`src/rtl/dma_pkg.sv`:
```
// -----------------------------------------------------------------------------
// dma_pkg
// Shared types and constants for the 8237A-style DMA request-side logic.
//   chan_id_t    : channel number (2 bits for a 4-channel controller)
//   pe_state_t   : priority-encoder FSM states
//   CMD_*_BIT    : command-register bit positions driving RotatePri,
//                  DreqSenseLow and CtrlDisable
//   NUM_DMA_CH   : number of DMA channels
// Helper function next_chan() returns the channel after a given one, wrapping
// at NUM_DMA_CH.
// -----------------------------------------------------------------------------
package dma_pkg;

    localparam int NUM_DMA_CH         = 4;
    localparam int CMD_DISABLE_BIT    = 2;
    localparam int CMD_ROTATE_BIT     = 4;
    localparam int CMD_DREQ_SENSE_BIT = 6;

    typedef logic [1:0] chan_id_t;

    typedef enum logic [1:0] {
        PE_IDLE  = 2'd0,
        PE_GRANT = 2'd1,
        PE_WRAP  = 2'd2
    } pe_state_t;

    // Channel following ch, modulo NUM_DMA_CH.
    function automatic chan_id_t next_chan(input chan_id_t ch);
        next_chan = chan_id_t'((int'(ch) + 1) % NUM_DMA_CH);
    endfunction

endpackage

```
`src/rtl/dma_prio_pick.sv`:
```
// -----------------------------------------------------------------------------
// dma_prio_pick
// Purely combinational priority picker. Searches the effective request vector
// starting at channel Top and moving upward with wrap-around. The first set bit
// found is the winner.
// Ports:
//   Eff    [NUM_CH-1:0] in  : effective request per channel
//   Top    [ID_W-1:0]   in  : highest-priority channel for this arbitration
//   Any                 out : at least one request is set
//   Winner [ID_W-1:0]   out : winning channel (0 when Any=0)
// -----------------------------------------------------------------------------
module dma_prio_pick #(
    parameter int NUM_CH = 4,
    parameter int ID_W   = 2
) (
    input  logic [NUM_CH-1:0] Eff,
    input  logic [ID_W-1:0]   Top,
    output logic              Any,
    output logic [ID_W-1:0]   Winner
);

    logic [ID_W-1:0] idx;

    always_comb begin
        Any    = |Eff;
        Winner = '0;
        idx    = '0;
        // Walk from lowest priority to highest so that the last assignment,
        // i.e. the one closest to Top, wins.
        for (int k = NUM_CH - 1; k >= 0; k--) begin
            idx = ID_W'((int'(Top) + k) % NUM_CH);
            if (Eff[idx]) begin
                Winner = idx;
            end
        end
    end

endmodule

```
`src/rtl/dma_priority_encoder.sv`:
```
// -----------------------------------------------------------------------------
// dma_priority_encoder
// Request-side arbiter for an 8237A-style DMA controller. Combines hardware
// DREQ lines (polarity- and mask-qualified) with software request bits, picks
// one channel by fixed or rotating priority and holds the grant
// (ValidReqID/ReqID) until the timing control logic pulses Release.
//
// Build option: define DREQ_SYNC_EN to pass each DREQ bit through a 2-flop
// synchronizer before the polarity/mask logic (adds 2 cycles of hardware
// request latency; SwReq is not delayed). Without it DREQ must already be
// synchronous to CLK.
//
// Handshake: ValidReqID rises one edge after a qualifying request is seen in
// IDLE and stays high with ReqID frozen until Release=1 is sampled in GRANT.
// Release at any other time is ignored. After a grant there is always one WRAP
// cycle and one IDLE cycle with ValidReqID=0 before the next grant.
//
// Ports:
//   CLK, RESET_N          : clock, synchronous active-low reset
//   DREQ      [NUM_CH]    : hardware requests (polarity set by DreqSenseLow)
//   SwReq     [NUM_CH]    : software requests, active-high, never masked
//   Mask      [NUM_CH]    : 1 blocks hardware DREQ on that channel
//   RotatePri             : 1 = rotating priority, 0 = fixed (ch0 highest)
//   DreqSenseLow          : 1 = DREQ active-low
//   CtrlDisable           : 1 = no new grants
//   MasterClear           : same effect as reset, overrides all inputs
//   Release               : grant service complete (one-cycle pulse)
//   ValidReqID, ReqID     : grant valid, granted channel
//   DbgState, DbgTop      : FSM state and stored priority pointer (debug)
// -----------------------------------------------------------------------------
module dma_priority_encoder
    import dma_pkg::*;
#(
    parameter int NUM_CH = 4,
    parameter int ID_W   = 2
) (
    input  logic              CLK,
    input  logic              RESET_N,
    input  logic [NUM_CH-1:0] DREQ,
    input  logic [NUM_CH-1:0] SwReq,
    input  logic [NUM_CH-1:0] Mask,
    input  logic              RotatePri,
    input  logic              DreqSenseLow,
    input  logic              CtrlDisable,
    input  logic              MasterClear,
    input  logic              Release,
    output logic              ValidReqID,
    output logic [ID_W-1:0]   ReqID,
    output pe_state_t         DbgState,
    output logic [ID_W-1:0]   DbgTop
);

    logic              clear;
    logic [NUM_CH-1:0] dreq_s;
    logic [NUM_CH-1:0] eff;
    logic [ID_W-1:0]   arb_top;
    logic              any;
    logic [ID_W-1:0]   winner;

    pe_state_t         state;
    logic              valid_q;
    logic [ID_W-1:0]   req_id_q;
    logic [ID_W-1:0]   top_q;

    // MasterClear behaves exactly like reset and wins over everything else.
    assign clear = !RESET_N || MasterClear;

`ifdef DREQ_SYNC_EN
    logic [NUM_CH-1:0] sync1;
    logic [NUM_CH-1:0] sync2;

    always_ff @(posedge CLK) begin
        if (clear) begin
            sync1 <= '0;
            sync2 <= '0;
        end else begin
            sync1 <= DREQ;
            sync2 <= sync1;
        end
    end

    assign dreq_s = sync2;
`else
    assign dreq_s = DREQ;
`endif

    assign eff = SwReq | (~Mask & (dreq_s ^ {NUM_CH{DreqSenseLow}}));

    // Fixed mode arbitrates from ch0; the stored pointer is left untouched.
    assign arb_top = RotatePri ? top_q : '0;

    dma_prio_pick #(
        .NUM_CH (NUM_CH),
        .ID_W   (ID_W)
    ) u_pick (
        .Eff    (eff),
        .Top    (arb_top),
        .Any    (any),
        .Winner (winner)
    );

    always_ff @(posedge CLK) begin
        if (clear) begin
            state    <= PE_IDLE;
            valid_q  <= 1'b0;
            req_id_q <= '0;
            top_q    <= '0;
        end else begin
            case (state)
                PE_IDLE: begin
                    if (!CtrlDisable && any) begin
                        state    <= PE_GRANT;
                        valid_q  <= 1'b1;
                        req_id_q <= winner;
                    end
                end
                PE_GRANT: begin
                    // Grant is held regardless of request, mask or disable
                    // changes; only Release ends it.
                    if (Release) begin
                        state   <= PE_WRAP;
                        valid_q <= 1'b0;
                    end
                end
                PE_WRAP: begin
                    if (RotatePri) begin
                        top_q <= ID_W'((int'(req_id_q) + 1) % NUM_CH);
                    end
                    state <= PE_IDLE;
                end
                default: begin
                    state   <= PE_IDLE;
                    valid_q <= 1'b0;
                end
            endcase
        end
    end

    assign ValidReqID = valid_q;
    assign ReqID      = req_id_q;
    assign DbgState   = state;
    assign DbgTop     = top_q;

endmodule

```
`config.mk`:
```
export PLATFORM = sky130hd
export DESIGN_NAME = dma_priority_encoder
export DESIGN_NICKNAME = d
export VERILOG_FILES = /design/src/rtl/dma_pkg.sv /design/src/rtl/dma_prio_pick.sv /design/src/rtl/dma_priority_encoder.sv
export SDC_FILE = /design/constraint.sdc
export NUM_CORES = 1
export LEC_CHECK = 0
export BUFFER_PORTS_ARGS = -buffer_cell sky130_fd_sc_hd__buf_2
export CORE_AREA = 2 2 39 41
export CTS_CLUSTER_SIZE = 10
export DETAILED_ROUTE_END_ITERATION = 6
export DIE_AREA = 0 0 41 43
export GPL_TIMING_DRIVEN = 0
export SLEW_MARGIN = 20
export SYNTH_ARGS = -nofsm -noshare
export SYNTH_HDL_FRONTEND = slang
export SYNTH_HIERARCHICAL = 1
export SYNTH_SLANG_ARGS = --single-unit
```
`constraint.sdc`:
```
create_clock -name CLK -period 3.98 [get_ports CLK]
set_input_delay 0.597 -clock CLK [delete_from_list [all_inputs] [get_ports CLK]]
set_output_delay 0.597 -clock CLK [all_outputs]
set_load 0.05 [all_outputs]
```
Yosys cells after proc, flatten, opt, wreduce, memory -nomap -nowiden:

Index checks and enable logic that the tools add are counted.

* divide/modulo/power cells: 0
* shift operators: 0
* reductions and logical operators: 10
* bitwise logic cells: 5
* add/subtract/negate cells: 4
* equal/unequal tests: 4
* multiplexer cells: 19
* magnitude comparators: 4
* multiply operators: 0

Operators with widths (count)
* two-way mux 2 bit: 7
* less-than comparator 2 x 3 -> 1 bit, second input constant: 4
* binary-select mux 1 bit (select 2 bit): 4
* two-way mux 1 bit: 6
* AND reduction 2 bit: 3
* adder 2 x 1 -> 2 bit, second input constant: 2
* adder 2 bit, second input constant: 2
* AND 4 bit: 1
* inequality test 2 bit, second input constant: 2
* NOT 4 bit: 1
* OR 4 bit: 1
* one-hot mux 2 bit (2 select lines): 1
* OR reduction 4 bit: 1
* XOR 4 bit: 1
* one-hot mux 1 bit (3 select lines): 1
* AND reduction 3 bit: 1
* equality test 2 x 1 -> 1 bit, second input constant: 1
* equality test 2 bit, second input constant: 1
* logical NOT 1 bit: 2
* logical NOT 2 bit: 1
* logical AND 1 bit: 1
* logical OR 1 bit: 1
* NOT 1 bit: 1

* memory bits (read-only): 0
* RAM bits: 0
* register bits after elaboration: 7
* input bits: 19
* logic and storage cells: 50
* memories kept: 0
* bits in latches: 0
* output and inout bits: 7

Logic depth before layout (Yosys ltp):

Gate-level depths: netlist of run 1.

* depth after elaboration: 9
* mapped depth: 8
* depth with buffers taken out: 7

Cells and area by module:

The synthesis of run 1 kept the hierarchy.

Modules (own cells, without submodules)
* dma_priority_encoder: cells an instance 38, seq. area each 140.1 µm², instances 1, area an instance 360.3 µm²
* dma_prio_pick: cells an instance 13, seq. area each 0.0 µm², instances 1, area an instance 77.6 µm²

Worst setup path after synthesis of run 1:

Ideal clock, no wire load.

* kind: input port to flip-flop
* from: in DreqSenseLow
* to: reg req_id_q[0], in the netlist ReqID[0]
* data required time: 3859 ps
* buffers on the path: 1
* library setup time: 121 ps
* setup slack: 2091 ps
* data arrival time: 1768 ps
* cell stages on the path: 8
* cells stage by stage: clkbuf_1 -> xnor2_1 -> o21bai_1 -> nor2_1 -> nand2_1 -> nor4b_4 -> mux2i_1 -> nor2_1

* elaborated cells between the ends (all ways): 18
* those cells by class: 12 x mux; 3 x bitwise; 3 x reduce/logical

RTL lines
* from (decl): RTL line dma_priority_encoder.sv:43 `input logic DreqSenseLow,`
* XOR 4 bit: RTL line dma_priority_encoder.sv:87 `assign eff = SwReq | (~Mask & (dreq_s ^ {NUM_CH{DreqSenseLow}}));`
* AND 4 bit: RTL line dma_priority_encoder.sv:87
* OR 4 bit: RTL line dma_priority_encoder.sv:87
* named net eff[3]: RTL line dma_priority_encoder.sv:55 `logic [NUM_CH-1:0] eff;`
* OR reduction 4 bit: RTL line dma_prio_pick.sv:25 `Any = |Eff;`
* named net any: RTL line dma_priority_encoder.sv:57 `logic any;`
* logical AND 1 bit: RTL line dma_priority_encoder.sv:111 `if (!CtrlDisable && any) begin`
* AND reduction 2 bit (no source line)
* to (signal assigned): RTL line dma_priority_encoder.sv:114 `req_id_q <= winner;`
* to (decl): RTL line dma_priority_encoder.sv:62 `logic [ID_W-1:0] req_id_q;`

The timed path passes the listed nets, and every way through them passes these cells. The select of a mux whose other input is x is not followed.
A chain may end at the register's enable or synchronous reset.

Final worst setup path of run 1:

Ends and elaborated chain as after synthesis.

==> impl_metrics.json, run 1 <==
{
  "endpoint_kind": "flop",
  "r2r_slack_ns": 2.74,
  "max_freq_mhz": 550,
  "antenna_found_initial": 0,
  "grt_pass1_wl_um": 1480,
  "min_period_ns": 1.82,
  "grt_pass1_vias": 404,
  "grt_max_degree": 8,
  "finalCoreUtilization_pct": 43.7,
  "setup_viol": 0,
  "drcViolationCount": 0,
  "row_count": 14,
  "ant_nets": 0,
  "regToRegStartpoint": "DbgTop[1]$_SDFFE_PP0P_",
  "startpoint_type": "primary input",
  "nFillCells": 151,
  "whs_ns": 0.498,
  "drt-pass1-iter-count": 4,
  "ir_worst_vdd_uv": 143,
  "syn_nets": 70,
  "synth_top_area_share_pct": 32.0,
  "hold_path.class": "reg2reg",
  "grtUsageTotal_pct": 12.6,
  "crit_start": "DreqSenseLow",
  "p_leak_nw": 0.276,
  "slew_headroom_pct": 76.9,
  "fin_tns_setup_ns": 0,
  "clock_skew_ns": 0.000558,
  "area_delta_synth_final_pct": 38.0,
  "drt-total-wl_um": 932,
  "postSynthCellCount": 51,
  "core-area_um2": 1380,
  "syn_area_um2": 438,
  "cts_tree": "done",
  "portBuffers": 24,
  "arrival_ns": 1.95,
  "design_area_um2": 604,
  "overflow": 0,
  "vias_per_cell": 4.59,
  "dieHeight_um": 43,
  "start_util_pct": 31.6,
  "die_area_um2": 1760,
  "holdBufCountCts": 0,
  "crit_required_ns": 4.11,
  "synth_top_cell_by_area": "dfxtp_1",
  "dp_hpwl_um": 767,
  "clockRootBuffer": "clkbuf_4",
  "diodes": 0,
  "worstHoldStart": "ValidReqID$_SDFFE_PP0P_",
  "worstMarginPinSlew_ns": 0.345,
  "place_area_um2": 578,
  "status": "complete, no violations",
  "synth.avg_cell_area_um2": 8.59,
  "num_io_pins": 26,
  "ys_types": 17,
  "post_cts_resized": 0,
  "regArea_um2": 140,
  "gp_routability_congestion": 0.613,
  "ys_ff_latch": 7,
  "final_nets": 99,
  "h-tree-depth": 1,
  "crit_type": "in2reg",
  "yosys-top-cells-area": "dfxtp_1 32%, nor2_1 10%, xnor2_1 10%",
  "cts.path.max_buffers": 2,
  "ys_seq_area_share_pct": 32.0,
  "power_density_nw_per_um2": 289,
  "finalCritPeriodShare_pct": 45.7,
  "power_uw": 174,
  "post_drt_wl_per_cell_um": 9.81,
  "slew_viol_final": 0,
  "maxCapViolations": 0,
  "hold_viol_final": 0,
  "clk_pin_slew_ns": 0.05,
  "die_w_um": 41,
  "multi_input_area_um2": 294,
  "drt_iter0_markers": 2,
  "post-cts-setup-buffers": 0,
  "rsz0062_at_grt": "false",
  "clock-sinks": 7,
  "via_count": 436,
  "worst-path-max-fanout": 4,
  "layout-drive-gt1-share_pct": 38.0,
  "cts_buffers": 3,
  "synth-warning-count": 6,
  "insertion_delay_ns": 0.25
}
## cells in the final DEF, fill, tap and decap left out
| cell type | synthesis | routed |
|---|---|---|
| a211oi_1 | 3 | 3 |
| a211oi_2 | 1 | 1 |
| a21oi_1 | 2 | 2 |
| and2_1 | 2 | 2 |
| and3b_2 | 1 | 1 |
| buf_2 | 0 | 24 |
| clkbuf_1 | 1 | 2 |
| clkbuf_4 | 0 | 3 |
| dfxtp_1 | 7 | 7 |
| mux2i_1 | 3 | 3 |
| nand2_1 | 2 | 2 |
| nand2b_1 | 3 | 3 |
| nand3b_1 | 1 | 1 |
| nor2_1 | 12 | 12 |
| nor3b_1 | 2 | 2 |
| nor4b_4 | 1 | 1 |
| o21ai_0 | 1 | 1 |
| o21bai_1 | 4 | 4 |
| xnor2_1 | 5 | 5 |
## critical path, cell delays in order
cell and delay, ns:
clkbuf_1 0.21, xnor2_1 0.11, o21bai_1 0.26, nor2_1 0.11
nand2_1 0.07, nor4b_4 0.31, mux2i_1 0.23, nor2_1 0.05
## cells by family (layout without fill, tap and decap cells)
family	after synthesis	count (layout)	synth area share (%)
xor gates and xnor gates	5	5	10.0
buffers and inverters	1	29	0.856
DFF	7	7	32.0
muxes	3	3	6.86
and+or+nand+nor	24	24	32.0
AOI/OAI and AO/OA	11	11	18.3
## flip-flops by register name, indices dropped and copies added, names as in the netlist
name and cells:
ValidReqID 1, ReqID 2, DbgState 2, DbgTop 2
## stage by stage
step                worst slack, ns  std cells
global route                   2.00         95
global placement               1.89         91
detailed placement             1.90         91
finish                         2.16         95
CTS                            2.16         95
floorplan                      2.09         51
## Yosys cell counts, drive strengths merged
cell type,count
xnor2,5
clkbuf,1
a211oi,4
and3b,1
nor3b,2
nor4b,1
dfxtp,7
nand2,2
nand2b,3
o21ai,1
nor2,12
a21oi,2
mux2i,3
nand3b,1
o21bai,4
and2,2
## cell type report
| cell class | instances | share of cell area, % |
|---|---|---|
| Multi-Input combinational cell | 43 | 48.7 |
| Sequential cell | 7 | 23.2 |
| Timing Repair Buffer | 24 | 19.9 |
| Clock buffer | 4 | 4.35 |
| Tap cell | 16 | 3.31 |
| Buffer | 1 | 0.621 |
## metal layers
metal	GRT usage [%]	wire length, um	vias to the layer above
met1	13.6	384	180
met2	20.3	432	21
met3	1.57	109	2
met4	10.0	5	0
met5	0	0	-
li1	-	-	233
## worst paths after layout
check	end	cells past startpoint
max	ReqID[0]$_SDFFE_PP0P_	8
min	ValidReqID$_SDFFE_PP0P_	2
max reg2reg	ReqID[1]$_SDFFE_PP0P_	6
min reg2reg	ValidReqID$_SDFFE_PP0P_	2
## power by group
group,switching [mW],internal [mW],total [mW]
clock network,0.0263,0.0383,0.0646
registers,0.00165,0.0717,0.0734
logic,0.0192,0.0172,0.0364
No activity file was read; power rests on OpenSTA's default activity.
==> run 2: changes to the inputs <==
--- a/config.mk
+++ b/config.mk
@@ -5,12 +5,14 @@
 export SDC_FILE = /design/constraint.sdc
 export NUM_CORES = 1
 export LEC_CHECK = 0
+export ABC_AREA = 1
 export BUFFER_PORTS_ARGS = -buffer_cell sky130_fd_sc_hd__buf_2
-export CORE_AREA = 2 2 39 41
+export CORE_MARGIN = 1.5
+export CORE_UTILIZATION = 40
 export CTS_CLUSTER_SIZE = 10
 export DETAILED_ROUTE_END_ITERATION = 6
-export DIE_AREA = 0 0 41 43
 export GPL_TIMING_DRIVEN = 0
+export PLACE_DENSITY = 0.73
 export SLEW_MARGIN = 20
 export SYNTH_ARGS = -nofsm -noshare
 export SYNTH_HDL_FRONTEND = slang
==> constraint.sdc (replaced) <==
create_clock -name CLK -period 1.6 [get_ports CLK]
set_input_delay 0.24 -clock CLK [delete_from_list [all_inputs] [get_ports CLK]]
set_output_delay 0.24 -clock CLK [all_outputs]
set_load 0.05 [all_outputs]
==> impl_metrics.json, run 2 <==
{
  "finalCritPeriodShare_pct": 87.8,
  "drt_iter0_markers": 26,
  "synth_ff_type": "dfxtp_1",
  "yosys-top-cells-area": "dfxtp_1 25%, nand2_1 22%, inv_1 12%",
  "hold_viol_final": 0,
  "worstMarginPinSlew_ns": 0.307,
  "arrival_ns": 1.55,
  "fin_cells": 142,
  "synth_top_area_share_pct": 24.6,
  "layout-drive-gt1-share_pct": 27.6,
  "swShare_pct": 31.4,
  "post_cts_resized": 0,
  "clock-sinks": 7,
  "clockRootBuffer": "clkbuf_4",
  "final_cell_mix": "33 x nand2_1, 25 x buf_2, 16 x inv_1",
  "synth-warning-count": 6,
  "slew_viol_final": 0,
  "holdBufCountCts": 0,
  "via_count": 700,
  "dieHeight_um": 40.7,
  "synth.avg_cell_area_um2": 5.75,
  "row_count": 13,
  "core-area_um2": 1320,
  "crit_required_ns": 1.74,
  "startpoint_type": "flop",
  "fin_tns_setup_ns": 0,
  "ant_nets": 0,
  "post-cts-setup-buffers": 0,
  "synth-edff-count": 0,
  "grtUsageTotal_pct": 16.6,
  "cts_buffers": 3,
  "maxCapViolations": 0,
  "min_period_ns": 1.41,
  "num_io_pins": 26,
  "insertion_delay_ns": 0.26,
  "post_drt_wl_per_cell_um": 8.85,
  "dpl_worst_slack_ns": -0.00545,
  "start_util_pct": 43.2,
  "ys_types": 16,
  "intPower_uw": 324,
  "crit_type": "reg2reg",
  "worst-path-max-fanout": 8,
  "combPwrFrac_pct": 25.8,
  "synth_common_cells": "33 x nand2_1, 18 x inv_1, 12 x nand3_1",
  "yosys.cell_count.top_type": "nand2_1",
  "diodes": 0,
  "status": "complete, no violations",
  "p_clk_share_pct": 35.3,
  "overflow": 0,
  "syn_nets": 118,
  "clock_skew_ns": 0.00181,
  "slew_headroom_pct": 79.4,
  "endpoint_kind": "flop",
  "max_freq_mhz": 712,
  "synth_top_cell_by_area": "dfxtp_1",
  "antenna_found_initial": 0,
  "ys_ff_latch": 7,
  "grt_pass1_wl_um": 1770,
  "p_leak_nw": 0.418,
  "clk_pin_slew_ns": 0.05,
  "grt_pass1_vias": 522,
  "die_area_um2": 1660,
  "hold_path.class": "in2reg",
  "switching_power_uw": 148,
  "power_uw": 472,
  "r2r_slack_ns": 0.19,
  "ys_seq_area_share_pct": 24.6,
  "async_flop_share_pct": 0,
  "drcViolationCount": 0,
  "area_delta_synth_final_pct": 29.5,
  "rsz0062_at_grt": "false",
  "drt-total-wl_um": 1260,
  "layout_commonest_cell": "nand2_1",
  "postSynthCellCount": 99,
  "h-tree-depth": 1,
  "ir_worst_vdd_uv": 387,
  "dp_hpwl_um": 1020,
  "syn_area_um2": 569,
  "gp_routability_congestion": 0.889,
  "cts.path.max_buffers": 2,
  "timing.final.ws_setup_ns": 0.195,
  "dp_cells": 138,
  "power_density_nw_per_um2": 641,
  "vias_per_cell": 4.93,
  "die_w_um": 40.7,
  "final_nets": 147,
  "setup_viol": 0,
  "drt-pass1-iter-count": 5,
  "sequentialPowerShare_pct": 38.9,
  "cts_tree": "done",
  "grt_max_degree": 9,
  "portBuffers": 24
}
-- run 2: changes by cell type in the layout (fill, tap and decap cells not counted), moves of 8 or more --
cell | before | now
nor2_1 | 12 | 4
nand2_1 | 2 | 33
nand3_1 | 0 | 12
inv_1 | 0 | 16
-- run 2: worst max-delay path, cell delays in order, from the launching register on --
cell and delay, ns:
dfxtp_2 0.32, nand2_1 0.07, inv_2 0.07, inv_2 0.12, nand2_1 0.07, nand2_1 0.09
nand2_2 0.05, nand2_1 0.08, nand2_1 0.07, nand2_1 0.06, nand2_1 0.04, nand2_1 0.05
inv_1 0.03, o21ai_1 0.12, a21oi_1 0.05
-- run 2: worst paths after layout --
kind	from	cells past startpoint	to
worst max-delay path	DbgTop[0]$_SDFFE_PP0P_	14	ReqID[0]$_SDFFE_PP0P_
worst min-delay path	MasterClear	4	DbgTop[0]$_SDFFE_PP0P_
worst max register to register	DbgTop[0]$_SDFFE_PP0P_	14	ReqID[0]$_SDFFE_PP0P_
worst min register to register	DbgTop[0]$_SDFFE_PP0P_	2	DbgTop[0]$_SDFFE_PP0P_
-- run 2: area by class of cell --
class                   instances  area [um^2]
repair buffers                 24          120
flip-flops and latches          7          143
clock buffers                   4         26.3
multi-input cells              72          353
inverters                      19         71.3
plain buffers                   1         5.00
well taps                      15         18.8
fillers                       137          581
-- run 2: per-stage QoR --
step	cell area, um^2	util [%]	hold slack, ns
2_1_floorplan	572	-	0.436
3_3_place_gp	711	53.9	0.443
3_5_place_dp	711	53.9	0.441
4_1_cts	737	55.9	0.291
5_1_grt	737	55.9	0.345
6_report	737	55.9	0.302
-- run 2: kinds of logic after synthesis --
family	count (synthesis)	share of synthesized area [%]
AOI/OAI and AO/OA	14	14.5
xor gates and xnor gates	5	7.69
buffers and inverters	20	13.4
DFF	7	24.6
and+or+nand+nor	53	39.8
-- run 2: power groups by stage --
stage                     logic (mW)  clock network [mW]  registers (mW)
after floorplan               0.0664                   0           0.205
after global placement         0.119                   0           0.187
after detailed placement       0.121                   0           0.187
after CTS                      0.122               0.168           0.184
after global routing           0.137               0.174           0.184
final                          0.122               0.167           0.184
-- run 2: per-layer routing --
metal  vias to the layer above  share of wire [%]  track usage (%)
li1                        366                  -                -
met1                       298                 41             17.2
met2                        30                 48             28.6
met3                         6                7.0             4.89
met4                         0                3.3             11.7
met5                         -                  0                0
==> run 3: changes to the inputs <==
--- a/config.mk
+++ b/config.mk
@@ -8,13 +8,13 @@
 export ABC_AREA = 1
 export BUFFER_PORTS_ARGS = -buffer_cell sky130_fd_sc_hd__buf_2
 export CORE_MARGIN = 1.5
-export CORE_UTILIZATION = 40
+export CORE_UTILIZATION = 42
 export CTS_CLUSTER_SIZE = 10
 export DETAILED_ROUTE_END_ITERATION = 6
 export GPL_TIMING_DRIVEN = 0
 export PLACE_DENSITY = 0.73
+export SKIP_LAST_GASP = 1
 export SLEW_MARGIN = 20
 export SYNTH_ARGS = -nofsm -noshare
 export SYNTH_HDL_FRONTEND = slang
-export SYNTH_HIERARCHICAL = 1
 export SYNTH_SLANG_ARGS = --single-unit
==> impl_metrics.json, run 3 <==
{
  "fin_cells": 160,
  "arrival_ns": 1.63,
  "num_io_pins": 26,
  "worst-path-max-fanout": 7,
  "row_count": 14,
  "vias_per_cell": 4.87,
  "regToRegStartpoint": "DbgTop[0]$_SDFFE_PP0P_",
  "cts_buffers": 3,
  "rsz0062_at_grt": "false",
  "dieHeight_um": 43.4,
  "antenna_found_initial": 0,
  "ys_ff_latch": 7,
  "r2r_cells": 11,
  "dp_cells": 156,
  "max_freq_mhz": 690,
  "portBuffers": 25,
  "drt-total-wl_um": 1540,
  "start_util_pct": 45.1,
  "drcViolationCount": 0,
  "async_flop_share_pct": 0,
  "nFillCells": 163,
  "die_w_um": 43.4,
  "syn_area_um2": 687,
  "die_area_um2": 1890,
  "clk_pin_slew_ns": 0.05,
  "final_cell_mix": "28 x nand2_1, 25 x buf_2, 23 x inv_1",
  "min_path_cells": 3,
  "hold_path.class": "in2reg",
  "max_stage_delay_ns": 0.32,
  "power_uw": 486,
  "clock-sinks": 7,
  "post_drt_wl_per_cell_um": 9.62,
  "grt_pass1_wl_um": 2690,
  "synth_common_cells": "28 x nand2_1, 23 x inv_1, 10 x nand3_1",
  "reg2reg_to": "ReqID[0]$_SDFFE_PP0P_",
  "cpMostUsedCell": "nand2_1",
  "drt-pass1-iter-count": 4,
  "grt_max_degree": 8,
  "finalCritPeriodShare_pct": 90.6,
  "area_delta_synth_final_pct": 25.3,
  "slew_headroom_pct": 83.6,
  "crit_slowest_cell": "dfxtp_2",
  "hold_end": "DbgState[1]$_SDFFE_PP0P_",
  "startpoint_type": "flop",
  "diodes": 0,
  "h-tree-depth": 1,
  "worstHoldStart": "Release",
  "clock_skew_ns": 0.00166,
  "grt_pass1_vias": 715,
  "setup_viol": 0,
  "p_leak_nw": 0.494,
  "dp_hpwl_um": 1270,
  "min_period_ns": 1.45,
  "synth-warning-count": 0,
  "fin_tns_setup_ns": 0,
  "clockRootBuffer": "clkbuf_4",
  "hold_viol_final": 0,
  "final_nets": 164,
  "ys_types": 19,
  "via_count": 779,
  "syn_nets": 134,
  "core-area_um2": 1520,
  "synth_top_cell_by_area": "dfxtp_1",
  "ys_seq_area_share_pct": 20.4,
  "yosys.cell_count.top_type": "nand2_1",
  "crit_start": "DbgTop[0]$_SDFFE_PP0P_",
  "synth_top_area_share_pct": 20.4,
  "power_density_nw_per_um2": 565,
  "maxCapViolations": 0,
  "ir_worst_vdd_uv": 458,
  "cts_tree": "done",
  "insertion_delay_ns": 0.25,
  "cts.path.max_buffers": 2,
  "layout-drive-gt1-share_pct": 37.5,
  "synth_ff_type": "dfxtp_1",
  "overflow": 0,
  "synth.avg_cell_area_um2": 5.97,
  "post_cts_resized": 0,
  "endpoint_kind": "flop",
  "ant_nets": 0,
  "post-cts-setup-buffers": 0,
  "drt_iter0_markers": 12,
  "crit_type": "reg2reg",
  "grtUsageTotal_pct": 18.5,
  "holdBufCountCts": 0,
  "layout_commonest_cell": "nand2_1",
  "worstMarginPinSlew_ns": 0.248,
  "yosys-top-cells-area": "dfxtp_1 20%, nand2_1 15%, nand3_2 13%",
  "postSynthCellCount": 115,
  "synth-edff-count": 0,
  "crit_required_ns": 1.79,
  "status": "complete, no violations",
  "slew_viol_final": 0,
  "gp_routability_congestion": 0.849,
  "r2r_slack_ns": 0.15,
  "crit_chain": "nand2_2 > clkinv_2 > nand3_2 > nand2_2 > o21ai_2 > nand2_1 > nand2_1 > nand2_1 > nand2_1 > nand2_1 > a21oi_2"
}
[run 3: worst max-delay path: cells and delay by family (launching register included)]
family | cells | cell delay [ns]
AOI/OAI and AO/OA | 2 | 0.27
buffers and inverters | 1 | 0.14
DFF | 1 | 0.32
and+or+nand+nor | 8 | 0.63
[run 3: routing by layer]
| layer | vias to the layer above | global-route usage (%) | part of all wire, % | wire length, um |
|---|---|---|---|---|
| li1 | 422 | - | - | - |
| met1 | 340 | 21.0 | 43 | 666 |
| met2 | 15 | 34.3 | 52 | 805 |
| met3 | 2 | 1.67 | 3.2 | 50 |
| met4 | 0 | 9.09 | 1.1 | 17 |
| met5 | - | 0 | 0 | 0 |
[run 3: worst max path at each step]
stage	slack (ns)	end
final	0.15	ReqID[0]$_SDFFE_PP0P_
after global routing	0.03	ReqID[0]$_SDFFE_PP0P_
after CTS	0.18	ReqID[0]$_SDFFE_PP0P_
after detailed placement	0.13	ReqID[0]$_SDFFE_PP0P_
after global placement	0.13	ReqID[0]$_SDFFE_PP0P_
after floorplan	0.09	ReqID[0]$_SDFFE_PP0P_
[run 3: per-stage QoR]
step / worst slack, ns / hold WS (ns) / area (um^2) / util, %
floorplan: 0.0945 / 0.380 / 689 / -
global placement: 0.134 / 0.453 / 835 / 54.8
detailed placement: 0.127 / 0.462 / 835 / 54.8
CTS: 0.178 / 0.231 / 861 / 56.5
global route: 0.0286 / 0.243 / 861 / 56.5
finish: 0.150 / 0.239 / 861 / 56.5
[run 3: where the power goes]
group | total [mW] | internal (mW) | switching [mW]
sequential | 0.183 | 0.179 | 0.00404
clock | 0.162 | 0.0953 | 0.0669
combinational | 0.141 | 0.0519 | 0.0892
total | 0.486 | 0.326 | 0.160
[run 3: final cells by class]
type / instances / area [um^2] / area share, %
Multi-Input combinational cell: 80 / 440 / 51.2
Inverter: 28 / 106 / 12.4
Sequential cell: 7 / 143 / 16.6
Tap cell: 16 / 20.0 / 2.33
Timing Repair Buffer: 25 / 125 / 14.5
Clock buffer: 4 / 26.3 / 3.05
[run 3: cells by family (layout without fill, tap and decap cells)]
logic type / count (synthesis) / in the layout / share of synthesized area [%]
and+or+nand+nor: 61 / 61 / 47.0
xor gates and xnor gates: 1 / 1 / 1.28
AOI/OAI and AO/OA: 18 / 18 / 15.8
DFF: 7 / 7 / 20.4
buffers and inverters: 28 / 57 / 15.5
